File: config.mk
export PLATFORM = sky130hd
export DESIGN_NAME = vid_mem_arbiter
export DESIGN_NICKNAME = d
export VERILOG_FILES = /design/src/rtl/vid_mem_arbiter.sv
export SDC_FILE = /design/constraint.sdc
export NUM_CORES = 1
export LEC_CHECK = 0
export CAP_MARGIN = 20
export CORE_MARGIN = 2
export CORE_UTILIZATION = 46
export CTS_CLUSTER_SIZE = 10
export DETAILED_ROUTE_END_ITERATION = 8
export PLACE_DENSITY = 0.88
export SLEW_MARGIN = 20
export SYNTH_ARGS = -nofsm -noshare
export SYNTH_HDL_FRONTEND = slang
export SYNTH_SLANG_ARGS = --single-unit
File: constraint.sdc
create_clock -name clk -period 2.85 [get_ports clk]
set_clock_uncertainty 0.2 [all_clocks]
set_input_delay 0.4275 -clock clk [delete_from_list [all_inputs] [get_ports clk]]
set_output_delay 0.4275 -clock clk [all_outputs]
set_load 0.1 [all_outputs]
File: src/rtl/vid_mem_arbiter.sv
// Shares one memory port between display refresh fetches (priority) and CPU accesses.
// Optional VIDARB_STARVE_GUARD_EN: a waiting CPU goes next after 4 back-to-back video grants.
module vid_mem_arbiter #(
  parameter int ADDR_W      = 24,
  parameter int FRAME_WORDS = 153600
) (
  input  logic              clk,
  input  logic              rstn,
  input  logic              vid_req,
  input  logic              vid_frame,
  output logic [31:0]       vid_data,
  output logic              vid_valid,
  input  logic              cpu_req,
  input  logic              cpu_we,
  input  logic [ADDR_W-1:0] cpu_addr,
  input  logic [31:0]       cpu_wdata,
  input  logic [3:0]        cpu_be,
  output logic              cpu_ack,
  output logic [31:0]       cpu_rdata,
  input  logic              cfg_we,
  input  logic [ADDR_W-1:0] cfg_wdata,
  output logic              vid_ovr,
  output logic              mem_req,
  output logic              mem_we,
  output logic [ADDR_W-1:0] mem_addr,
  output logic [31:0]       mem_wdata,
  output logic [3:0]        mem_be,
  input  logic              mem_ack,
  input  logic [31:0]       mem_rdata
);
  localparam logic [17:0] OFF_LAST = 18'(FRAME_WORDS - 1);

  typedef enum logic [1:0] {IDLE, VID, CPU, DONE} state_t;

  state_t            state;
  logic [17:0]       offset;
  logic [ADDR_W-1:0] fb_base;
  logic [ADDR_W-1:0] vid_addr;
  logic              vid_pend;
  logic              starve;
  logic              take_vid;
  logic              take_cpu;
  logic              vid_ack;

`ifdef VIDARB_STARVE_GUARD_EN
  // Counts video grants made while the CPU was already waiting; saturates at 4.
  logic [2:0] starve_cnt;
  assign starve = (starve_cnt == 3'd4);
  always_ff @(posedge clk or negedge rstn) begin
    if (!rstn)         starve_cnt <= '0;
    else if (take_cpu) starve_cnt <= '0;
    else if (take_vid) starve_cnt <= cpu_req ? starve_cnt + 3'd1 : 3'd0;
  end
`else
  assign starve = 1'b0;
`endif

  assign take_vid = (state == IDLE) && vid_pend && !(starve && cpu_req);
  assign take_cpu = (state == IDLE) && cpu_req && (!vid_pend || starve);
  assign vid_ack  = (state == VID) && mem_ack;

  // Memory port decoded from state; video address frozen at grant so it is stable in VID.
  assign mem_req   = (state == VID) || (state == CPU);
  assign mem_we    = (state == CPU) && cpu_we;
  assign mem_addr  = (state == CPU) ? cpu_addr  : vid_addr;
  assign mem_wdata = (state == CPU) ? cpu_wdata : 32'h0;
  assign mem_be    = (state == CPU) ? cpu_be    : 4'hF;

  always_ff @(posedge clk or negedge rstn) begin
    if (!rstn) begin
      offset   <= '0;
      fb_base  <= '0;
      vid_pend <= 1'b0;
      vid_ovr  <= 1'b0;
    end else begin
      if (vid_frame)    offset <= '0;
      else if (vid_ack) offset <= (offset == OFF_LAST) ? 18'd0 : offset + 18'd1;

      if (vid_frame)     vid_pend <= 1'b0;
      else if (vid_req)  vid_pend <= 1'b1;
      else if (take_vid) vid_pend <= 1'b0;

      // A request landing on an unserved one is lost; report it until software clears it.
      if (vid_req && vid_pend && !take_vid) vid_ovr <= 1'b1;
      else if (cfg_we)                       vid_ovr <= 1'b0;

      if (cfg_we) fb_base <= cfg_wdata;
    end
  end

  always_ff @(posedge clk or negedge rstn) begin
    if (!rstn) begin
      state     <= IDLE;
      vid_addr  <= '0;
      vid_data  <= '0;
      vid_valid <= 1'b0;
      cpu_rdata <= '0;
      cpu_ack   <= 1'b0;
    end else begin
      vid_valid <= 1'b0;
      cpu_ack   <= 1'b0;
      case (state)
        IDLE: begin
          if (take_vid) begin
            state    <= VID;
            vid_addr <= fb_base + ADDR_W'(offset);
          end else if (take_cpu) begin
            state <= CPU;
          end
        end
        VID: begin
          if (mem_ack) begin
            vid_data  <= mem_rdata;
            vid_valid <= 1'b1;
            state     <= DONE;
          end
        end
        CPU: begin
          if (mem_ack) begin
            cpu_rdata <= mem_rdata;
            cpu_ack   <= 1'b1;
            state     <= DONE;
          end
        end
        default: state <= IDLE;
      endcase
    end
  end
endmodule

==> reports/metrics.csv, run 1 <==
metric,value,unit
outcome,"finished, final reports clean",
drtAntennaViolNets,0,
fin_tns_setup,0,ps
max_clock_freq,372,MHz
h-tree-depth,4,
synth_top_area_cell,dfrtp_1,
syn_avg_cell_area,10.1,um2
cts.sinks,136,
cts_buffer_depth,2,
first_pass_iters,5,
cts_tree,built,
antenna_cells,0,
die_y,128,um
cts_buffers,17,
routedWlPerCell,17.1,um
ys_ff_latch,136,
layout.nets,1102,
worst_pin_slew,602,ps
synth.top_cell.area_share,47.8,%
io_buffers,252,
mappedNetlistArea,7120,um2
path_cells,"ha_1, fa_1, a21oi_1, o21ai_2, a31oi_2, a2bb2oi_1, xor2_1, o21ai_0",
post-route-period-util,94.3,%
die_w,128,um
syn_to_final_growth,53.9,%
drt_iter0_drc,261,
cts_root_buffer,clkbuf_16,
grt_max_degree,63,
rsz0062_at_grt,no,
yosysWarnings,0,
drc_errors,0,
first_global_vias,6253,
dieArea,16500,um2
vias,6152,
critical-path-max-stage-delay,430,ps
synth_area_leaders,"dfrtp_1 48%, mux2_2 12%, nand2_1 8.2%",
dp_hpwl,14800,um
grt-ovfl-total,0,
synth_ff_type,dfrtp_1,
critPathCaptureType,flip-flop,
synth_edf_count,0,
critPathKind,reg2reg,
hold_path.class,reg2reg,
final_max_slew_viol_count,0,
grt_usage,24.4,%
cp_max_fo,5,
fillerInstances,1001,
crit_path_top_delay_cell,fa_1,
path_clk_slew,60,ps
cap_violations,0,
rows,45,
critPathLaunchType,flip-flop,
arrival,2760,ps
ys_types,65,
synth_commonest_cells,"155 x nand2_1, 136 x dfrtp_1, 79 x mux2_2, 36 x and2_1, 34 x o21ai_0",
num_io_pins,253,
slew_headroom,59.8,%
clock_latency,420,ps
yosysMostFrequentCell,nand2_1,
post-route-min-period,2690,ps
antenna_found_initial,0,
synth_cells,703,
routed_wl,19800,um
async_reset_ff_share,100,%
synth-seq-area-share,47.8,%
gp_congestion,0.923,
grt_pass1_wl,31500,um
synthesis.nets,851,
via_per_inst,5.33,
crit_required,2920,ps
coreArea,15100,um2
hold_viol_final,0,
setup_violations,0,
initial_core_util,47.0,%
drive_gt1_share,28.9,%
## per-stage QoR
step,hold WS (ps),area [um2],setup slack [ps],instances,utilization [%]
global route,302,11000,37.2,1155,72.4
detailed placement,253,10300,137,1122,67.9
CTS,280,11000,63.9,1155,72.3
finish,275,11000,162,1155,72.4
floorplan,-68.1,7120,318,703,-
global placement,250,10300,237,1122,67.9
## state kept, by name (all words and copies together), names as in the netlist
name	flops
cpu_ack	1
cpu_rdata	32
fb_base	24
offset	18
state	2
vid_addr	24
vid_data	32
vid_ovr	1
vid_pend	1
vid_valid	1
## layer usage
metal / vias up / GRT usage (%) / part of all wire, %
met4: 0 / 8.08 / 2.1
met3: 31 / 8.98 / 9.8
met2: 269 / 41.3 / 49
li1: 2929 / - / -
met1: 2923 / 28.9 / 39
met5: - / 0 / 0
## final cells by class
class | instances | area, um2 | area share, %
flip-flops and latches | 136 | 3400 | 31.0
well taps | 188 | 235 | 2.15
inverters | 21 | 78.8 | 0.719
repair buffers | 264 | 3080 | 28.1
clock inverters | 15 | 239 | 2.18
clock buffers | 17 | 425 | 3.88
multi-input cells | 514 | 3500 | 31.9
## repair_timing
| item | CTS | global route |
|---|---|---|
| gates resized for setup | 0 | 2 |
| hold buffers | 1 | 0 |
| endpoints found under the hold margin | 57 | 0 |
| buffers inserted | 0 | 0 |
| setup endpoints to repair | 0 | 4 |
## final timing paths
kind                                         startpoint                        end  slack [ps]  cells past startpoint
min in group asynchronous                          rstn  cpu_rdata[10]$_DFFE_PN0P_         350                      2
max in group asynchronous                          rstn   vid_data[21]$_DFFE_PN0P_        1440                      3
worst max-delay path              offset[0]$_DFFE_PN0P_   vid_addr[22]$_DFFE_PN0P_         160                      8
worst min register to register  vid_data[8]$_DFFE_PN0P_    vid_data[8]$_DFFE_PN0P_         280                      2
worst max register to register    offset[0]$_DFFE_PN0P_   vid_addr[22]$_DFFE_PN0P_         160                      8
worst min-delay path            vid_data[8]$_DFFE_PN0P_    vid_data[8]$_DFFE_PN0P_         280                      2
## placed cells by master, fill, tap and decap left out, types with 3 or more instances in the layout
cell type / netlist / final
nand2b_1: 6 / 6
mux2_2: 79 / 79
nand2_1: 155 / 155
nand3_1: 12 / 12
a31oi_1: 5 / 4
o21ai_2: 4 / 5
dfrtp_1: 136 / 136
inv_1: 20 / 20
xor2_1: 12 / 12
a221oi_1: 3 / 3
inv_6: 0 / 4
and3_1: 4 / 4
a21oi_1: 25 / 25
clkbuf_16: 0 / 17
bufinv_16: 0 / 5
o21a_1: 4 / 4
a211oi_2: 3 / 3
nor2_1: 27 / 27
nand4_1: 4 / 4
buf_4: 5 / 77
a31o_2: 3 / 3
nor3b_1: 3 / 3
and2_1: 36 / 36
buf_12: 0 / 63
clkinv_4: 0 / 4
o21ai_0: 34 / 34
xnor2_1: 12 / 12
ha_1: 23 / 22
o31ai_1: 8 / 8
clkdlybuf4s50_1: 0 / 122
nor3_1: 6 / 6
## critical path: cells and delay by family, from the launching register on
kind                       cells  cell delay [ps]
AOI/OAI and AO/OA              5             1080
adders and majority gates      2              690
DFF                            1              420
xor gates and xnor gates       1              150
## cell families (layout without fill, tap and decap cells)
| logic type | Yosys count | count (layout) | share of synthesized area, % |
|---|---|---|---|
| AND/OR/NAND/NOR | 271 | 271 | 18.4 |
| flip-flops | 136 | 136 | 47.8 |
| AO/OA/AOI/OAI | 115 | 115 | 10.6 |
| multiplexers | 80 | 80 | 12.6 |
| buffers and inverters | 53 | 317 | 3.28 |
| adder cells (fa/ha/maj) | 24 | 24 | 4.32 |
| XOR/XNOR | 24 | 24 | 2.95 |
Power of run 1 is left out: the tool's default activity adds up to more than one toggle a clock period on the data nets, which glitch-free logic cannot reach.
==> run 2: changes to the inputs <==
--- a/config.mk
+++ b/config.mk
@@ -10,7 +10,7 @@
 export CORE_UTILIZATION = 46
 export CTS_CLUSTER_SIZE = 10
 export DETAILED_ROUTE_END_ITERATION = 8
-export PLACE_DENSITY = 0.88
+export PLACE_DENSITY = 0.82
 export SLEW_MARGIN = 20
 export SYNTH_ARGS = -nofsm -noshare
 export SYNTH_HDL_FRONTEND = slang
==> run 2 against run 1 <==
  * Core utilization about the same
  * First-iteration DRC count shrank 5.7%
  * Global-route usage is 0.15 points higher
  * Non-clock buffer count up 1
  * Maximum frequency up 3.3%
  * Sequential share of layout area is essentially flat
  * Final cell count unchanged
  * Final area about the same
  * Wire length rose by 0.15%
  * Critical endpoint is now vid_addr[18]$_DFFE_PN0P_
  * Largest cell class unchanged
==> reports/metrics.csv, run 2 (synthesis gave the netlist of run 1 again) <==
metric,value,unit
cp_max_fo,5,
first_pass_iters,4,
coreArea,15100,um2
crit_path_top_delay_cell,fa_1,
cts.sinks,136,
critical-path-max-stage-delay,430,ps
drtAntennaViolNets,0,
setup_violations,0,
antenna_found_initial,0,
outcome,"finished, final reports clean",
drc_errors,0,
die_y,128,um
reg.largest.list,"cpu_rdata (32), vid_data (32)",
path_clk_slew,60,ps
highest_layer,met4,
hold_path.class,reg2reg,
critPathLaunchType,flip-flop,
layout.nets,1103,
routedWlPerCell,17.2,um
critical_path_buf_inv_count,1,
post-route-min-period,2600,ps
pre_cts_ws,179,ps
h-tree-depth,4,
cp.depth,9,
slew_headroom,59.3,%
dr_wl_met2,9760,um
reg2reg_depth,9,
routed_wl,19800,um
drive_gt1_share,28.9,%
cts_buffer_depth,2,
antenna_cells,0,
vias,6149,
wl_met3,1890,um
cts_root_buffer,clkbuf_16,
path_cells,"ha_1, fa_1, a21oi_2, o21ai_1, buf_4, a31o_2, a21oi_1, xor2_1, o21ai_0",
first_global_vias,6202,
num_io_pins,253,
cts_buffers,17,
fin_tns_setup,0,ps
post-route-period-util,91.3,%
gp_congestion,0.938,
io_buffers,252,
die_w,128,um
initial_core_util,47.0,%
cts_tree,built,
critPathKind,reg2reg,
clock_latency,420,ps
grt_max_degree,60,
met1_length,7730,um
via_per_inst,5.32,
dieArea,16500,um2
rsz0062_at_grt,no,
rows,45,
min_path_cells,2,
crit_family,compound AO/OA/AOI/OAI gates,
cap_violations,0,
max_clock_freq,384,MHz
hold_viol_final,0,
crit_required,2940,ps
drt_iter0_drc,246,
syn_to_final_growth,53.8,%
mostFrequentLayoutCells,"155 x nand2_1, 136 x dfrtp_1, 122 x clkdlybuf4s50_1, 79 x mux2_2, 78 x buf_4",
grt_pass1_wl,31500,um
grt_usage,24.5,%
final_common_cell,nand2_1,
fin_ws,247,ps
fillerInstances,1039,
arrival,2690,ps
worst_pin_slew,608,ps
grt-ovfl-total,0,
fin_hold_ws,279,ps
final_max_slew_viol_count,0,
critPathCaptureType,flip-flop,
dp_hpwl,14800,um
run 2: changes by cell type in the layout (fill, tap and decap cells not counted), sizes merged:
cell,change
buf,+1
clkbuf,+2
clkinv,-1
clkinvlp,+3
inv,-5
run 2: per-layer routing:
layer	global-route usage, %	vias up
li1	-	2928
met1	28.3	2913
met2	41.7	274
met3	8.90	34
met4	9.83	0
met5	0	-
run 2: layout make-up:
| cell class | count | area (um2) | area share (%) |
|---|---|---|---|
| timing repair buffer | 265 | 3090 | 28.2 |
| sequential | 136 | 3400 | 31.1 |
| inverter | 21 | 78.8 | 0.719 |
| multi-input combinational | 514 | 3500 | 31.9 |
| tap | 188 | 235 | 2.15 |
| clock buffer | 19 | 453 | 4.13 |
| clock inverter | 12 | 199 | 1.82 |
run 2: timing repair:
| item | 4_1_cts | 5_1_grt |
|---|---|---|
| endpoints found under the setup margin | 0 | 2 |
| resized for setup | 0 | 2 |
| hold buffers | 1 | 0 |
| setup buffers | 0 | 0 |
| hold endpoints to repair | 56 | 0 |
run 2: through the flow:
step / cells / util, % / instance area [um2]
after global routing: 1155 / 72.3 / 11000
final: 1155 / 72.3 / 11000
after detailed placement: 1123 / 67.9 / 10300
after global placement: 1123 / 67.9 / 10300
after CTS: 1155 / 72.3 / 10900
after floorplan: 703 / - / 7120
run 2: final timing paths:
| path | from | endpoint | slack (ps) |
|---|---|---|---|
| worst min-delay path | vid_data[27]$_DFFE_PN0P_ | vid_data[27]$_DFFE_PN0P_ | 280 |
| worst max register to register | offset[0]$_DFFE_PN0P_ | vid_addr[18]$_DFFE_PN0P_ | 250 |
| worst max-delay path | offset[0]$_DFFE_PN0P_ | vid_addr[18]$_DFFE_PN0P_ | 250 |
| worst min register to register | vid_data[27]$_DFFE_PN0P_ | vid_data[27]$_DFFE_PN0P_ | 280 |
| max in group asynchronous | rstn | fb_base[18]$_DFFE_PN0P_ | 1400 |
| min in group asynchronous | rstn | vid_data[15]$_DFFE_PN0P_ | 320 |
run 2: worst min-delay path, cell delays in order, from the launching register on:
cell,delay [ps]
dfrtp_1,340
nand2_1,50
nand2_1,60
Power of run 2 is left out for the same reason.
==> run 3: changes to the inputs <==
--- a/config.mk
+++ b/config.mk
@@ -5,12 +5,13 @@
 export SDC_FILE = /design/constraint.sdc
 export NUM_CORES = 1
 export LEC_CHECK = 0
+export ABC_AREA = 1
 export CAP_MARGIN = 20
 export CORE_MARGIN = 2
 export CORE_UTILIZATION = 46
 export CTS_CLUSTER_SIZE = 10
 export DETAILED_ROUTE_END_ITERATION = 8
-export PLACE_DENSITY = 0.82
+export PLACE_DENSITY = 0.81
 export SLEW_MARGIN = 20
 export SYNTH_ARGS = -nofsm -noshare
 export SYNTH_HDL_FRONTEND = slang
==> run 3 against run 2 <==
  * Via count up 18%
  * Core utilization down 2.2 points
  * Maximum frequency down 3.2%
  * Setup slack worse by 85 ps
  * Final area up 1.7%
  * Flip-flop and latch count unchanged
  * Wire length up 11%
  * Clock-buffer cell count down 1
==> reports/metrics.csv, run 3 <==
metric,value,unit
fillerInstances,1259,
cap_violations,0,
hold_buffers,1,
cts_root_buffer,clkbuf_16,
synth_top_area_cell,dfrtp_1,
arrival,2060,ps
first_global_vias,7331,
dieArea,17300,um2
yosysMostFrequentCell,nand2_1,
routed_wl,22000,um
drtAntennaViolNets,0,
h-tree-depth,4,
mappedNetlistArea,7500,um2
grt_pass1_wl,36100,um
setup_violations,0,
async_reset_ff_share,100,%
vias,7284,
layout.nets,1391,
min_path_cells,2,
rsz0062_at_grt,no,
die_w,132,um
initial_core_util,47.2,%
syn_avg_cell_area,7.56,um2
hold_path_startpoint,cpu_rdata[8]$_DFFE_PN0P_,
critPathKind,reg2out,
synth_edf_count,0,
synthesis.nets,1140,
final_max_slew_viol_count,0,
ctsResizeCount,0,
synth-simple-area-share,25.8,%
via_per_inst,4.95,
synth-seq-area-share,45.4,%
drt_iter0_drc,402,
synth.top_cell.area_share,45.4,%
max_clock_freq,372,MHz
critPathLaunchType,flip-flop,
ys_ff_latch,136,
grt_usage,26.1,%
post-route-min-period,2690,ps
min_to,cpu_rdata[8]$_DFFE_PN0P_,
grt_max_degree,73,
synth_commonest_cells,"333 x nand2_1, 164 x inv_1, 136 x dfrtp_1, 99 x o21ai_0, 52 x nor2_1",
rows,46,
multi_input_area,3340,um2
r2r-start,offset[0]$_DFFE_PN0P_,
final_common_cell,nand2_1,
cts.sinks,136,
synth-compound-area-share,9.14,%
critPathCaptureType,primary output,
hold_path.class,reg2reg,
hold_viol_final,0,
yosys.area_share.adder,4.10,%
seq_area,3400,um2
slew_headroom,59.7,%
synth_cells,992,
post-route-period-util,94.3,%
io_buffers,252,
outcome,"finished, final reports clean",
grt-ovfl-total,0,
routedWlPerCell,14.9,um
drc_errors,0,
cp_max_fo,72,
mostFrequentLayoutCells,"331 x nand2_1, 164 x inv_1, 136 x dfrtp_1, 122 x clkdlybuf4s50_1, 89 x o21ai_0",
reg2reg_depth,10,
post-cts-setup-buffers,0,
synth_top_family_by_area,simple AND/OR/NAND/NOR gates,
die_y,132,um
drive_gt1_share,17.3,%
antenna_found_initial,0,
first_pass_iters,5,
cts_buffers,17,
fin_hold_ws,284,ps
coreArea,15900,um2
worst_pin_slew,605,ps
r2r_end,vid_addr[22]$_DFFE_PN0P_,
yosysWarnings,0,
dp_hpwl,17000,um
clock_latency,420,ps
reg.largest.list,"cpu_rdata (32), vid_data (32)",
synth_area_leaders,"dfrtp_1 45%, nand2_1 17%, inv_1 8.2%",
cts_buffer_depth,2,
num_io_pins,253,
cts_tree,built,
crit_required,2220,ps
fin_tns_setup,0,ps
rrSetupSlack,560,ps
gp_congestion,0.912,
syn_to_final_growth,48.5,%
ys_types,35,
antenna_cells,0,
synth_ff_type,dfrtp_1,
synthMuxAreaShare,4.80,%
path_clk_slew,60,ps
synth_xor_area_share,0.584,%
==> run 3: final cells by class <==
class / instances / share of cell area (%)
Sequential cell: 136 / 30.5
Multi-Input combinational cell: 659 / 30.0
Timing Repair Buffer: 262 / 26.4
Inverter: 167 / 5.67
Clock buffer: 18 / 3.94
Tap cell: 216 / 2.43
Clock inverter: 14 / 1.03
==> run 3: routing by layer <==
metal,vias up,part of all wire [%],wire (um),GRT usage [%]
met4,0,2.5,546,9.96
li1,3598,-,-,-
met5,-,0,0,0
met2,304,51,11200,47.7
met1,3352,38,8360,28.2
met3,30,8.4,1850,7.87
==> run 3: worst max-delay path by stage <==
| stage | slack [ps] | startpoint | endpoint | cells past startpoint |
|---|---|---|---|---|
| 2_1_floorplan | -110 | state[0]$_DFFE_PN0P_ | mem_addr[10] | 5 |
| 3_3_place_gp | 660 | state[0]$_DFFE_PN0P_ | mem_addr[19] | 5 |
| 3_5_place_dp | 600 | state[0]$_DFFE_PN0P_ | mem_addr[19] | 5 |
| 4_1_cts | 140 | state[0]$_DFFE_PN0P_ | mem_addr[19] | 5 |
| 5_1_grt | 70 | state[0]$_DFFE_PN0P_ | mem_addr[21] | 5 |
| 6_report | 160 | state[0]$_DFFE_PN0P_ | mem_addr[19] | 5 |
==> run 3: cells by family after synthesis <==
family | count (synthesis)
AO/OA/AOI/OAI | 131
adder cells (fa/ha/maj) | 24
multiplexers | 32
buffers and inverters | 197
XOR/XNOR | 5
AND/OR/NAND/NOR | 467
flip-flops | 136
==> run 3: stage by stage <==
step | utilization [%] | instance area [um2] | instances | setup WS [ps]
floorplan | - | 7500 | 992 | -106
global route | 70.1 | 11100 | 1472 | 73.8
CTS | 70.1 | 11100 | 1472 | 135
detailed placement | 66.6 | 10600 | 1439 | 599
global placement | 66.6 | 10600 | 1439 | 660
finish | 70.1 | 11100 | 1472 | 162
==> run 3: critical path, stage by stage, from the launching register on <==
cell and delay (ps):
dfrtp_1 400, inv_1 110, ha_2 210, buf_12 260, mux2_2 380, buf_4 230
Power of run 3 is left out for the same reason.
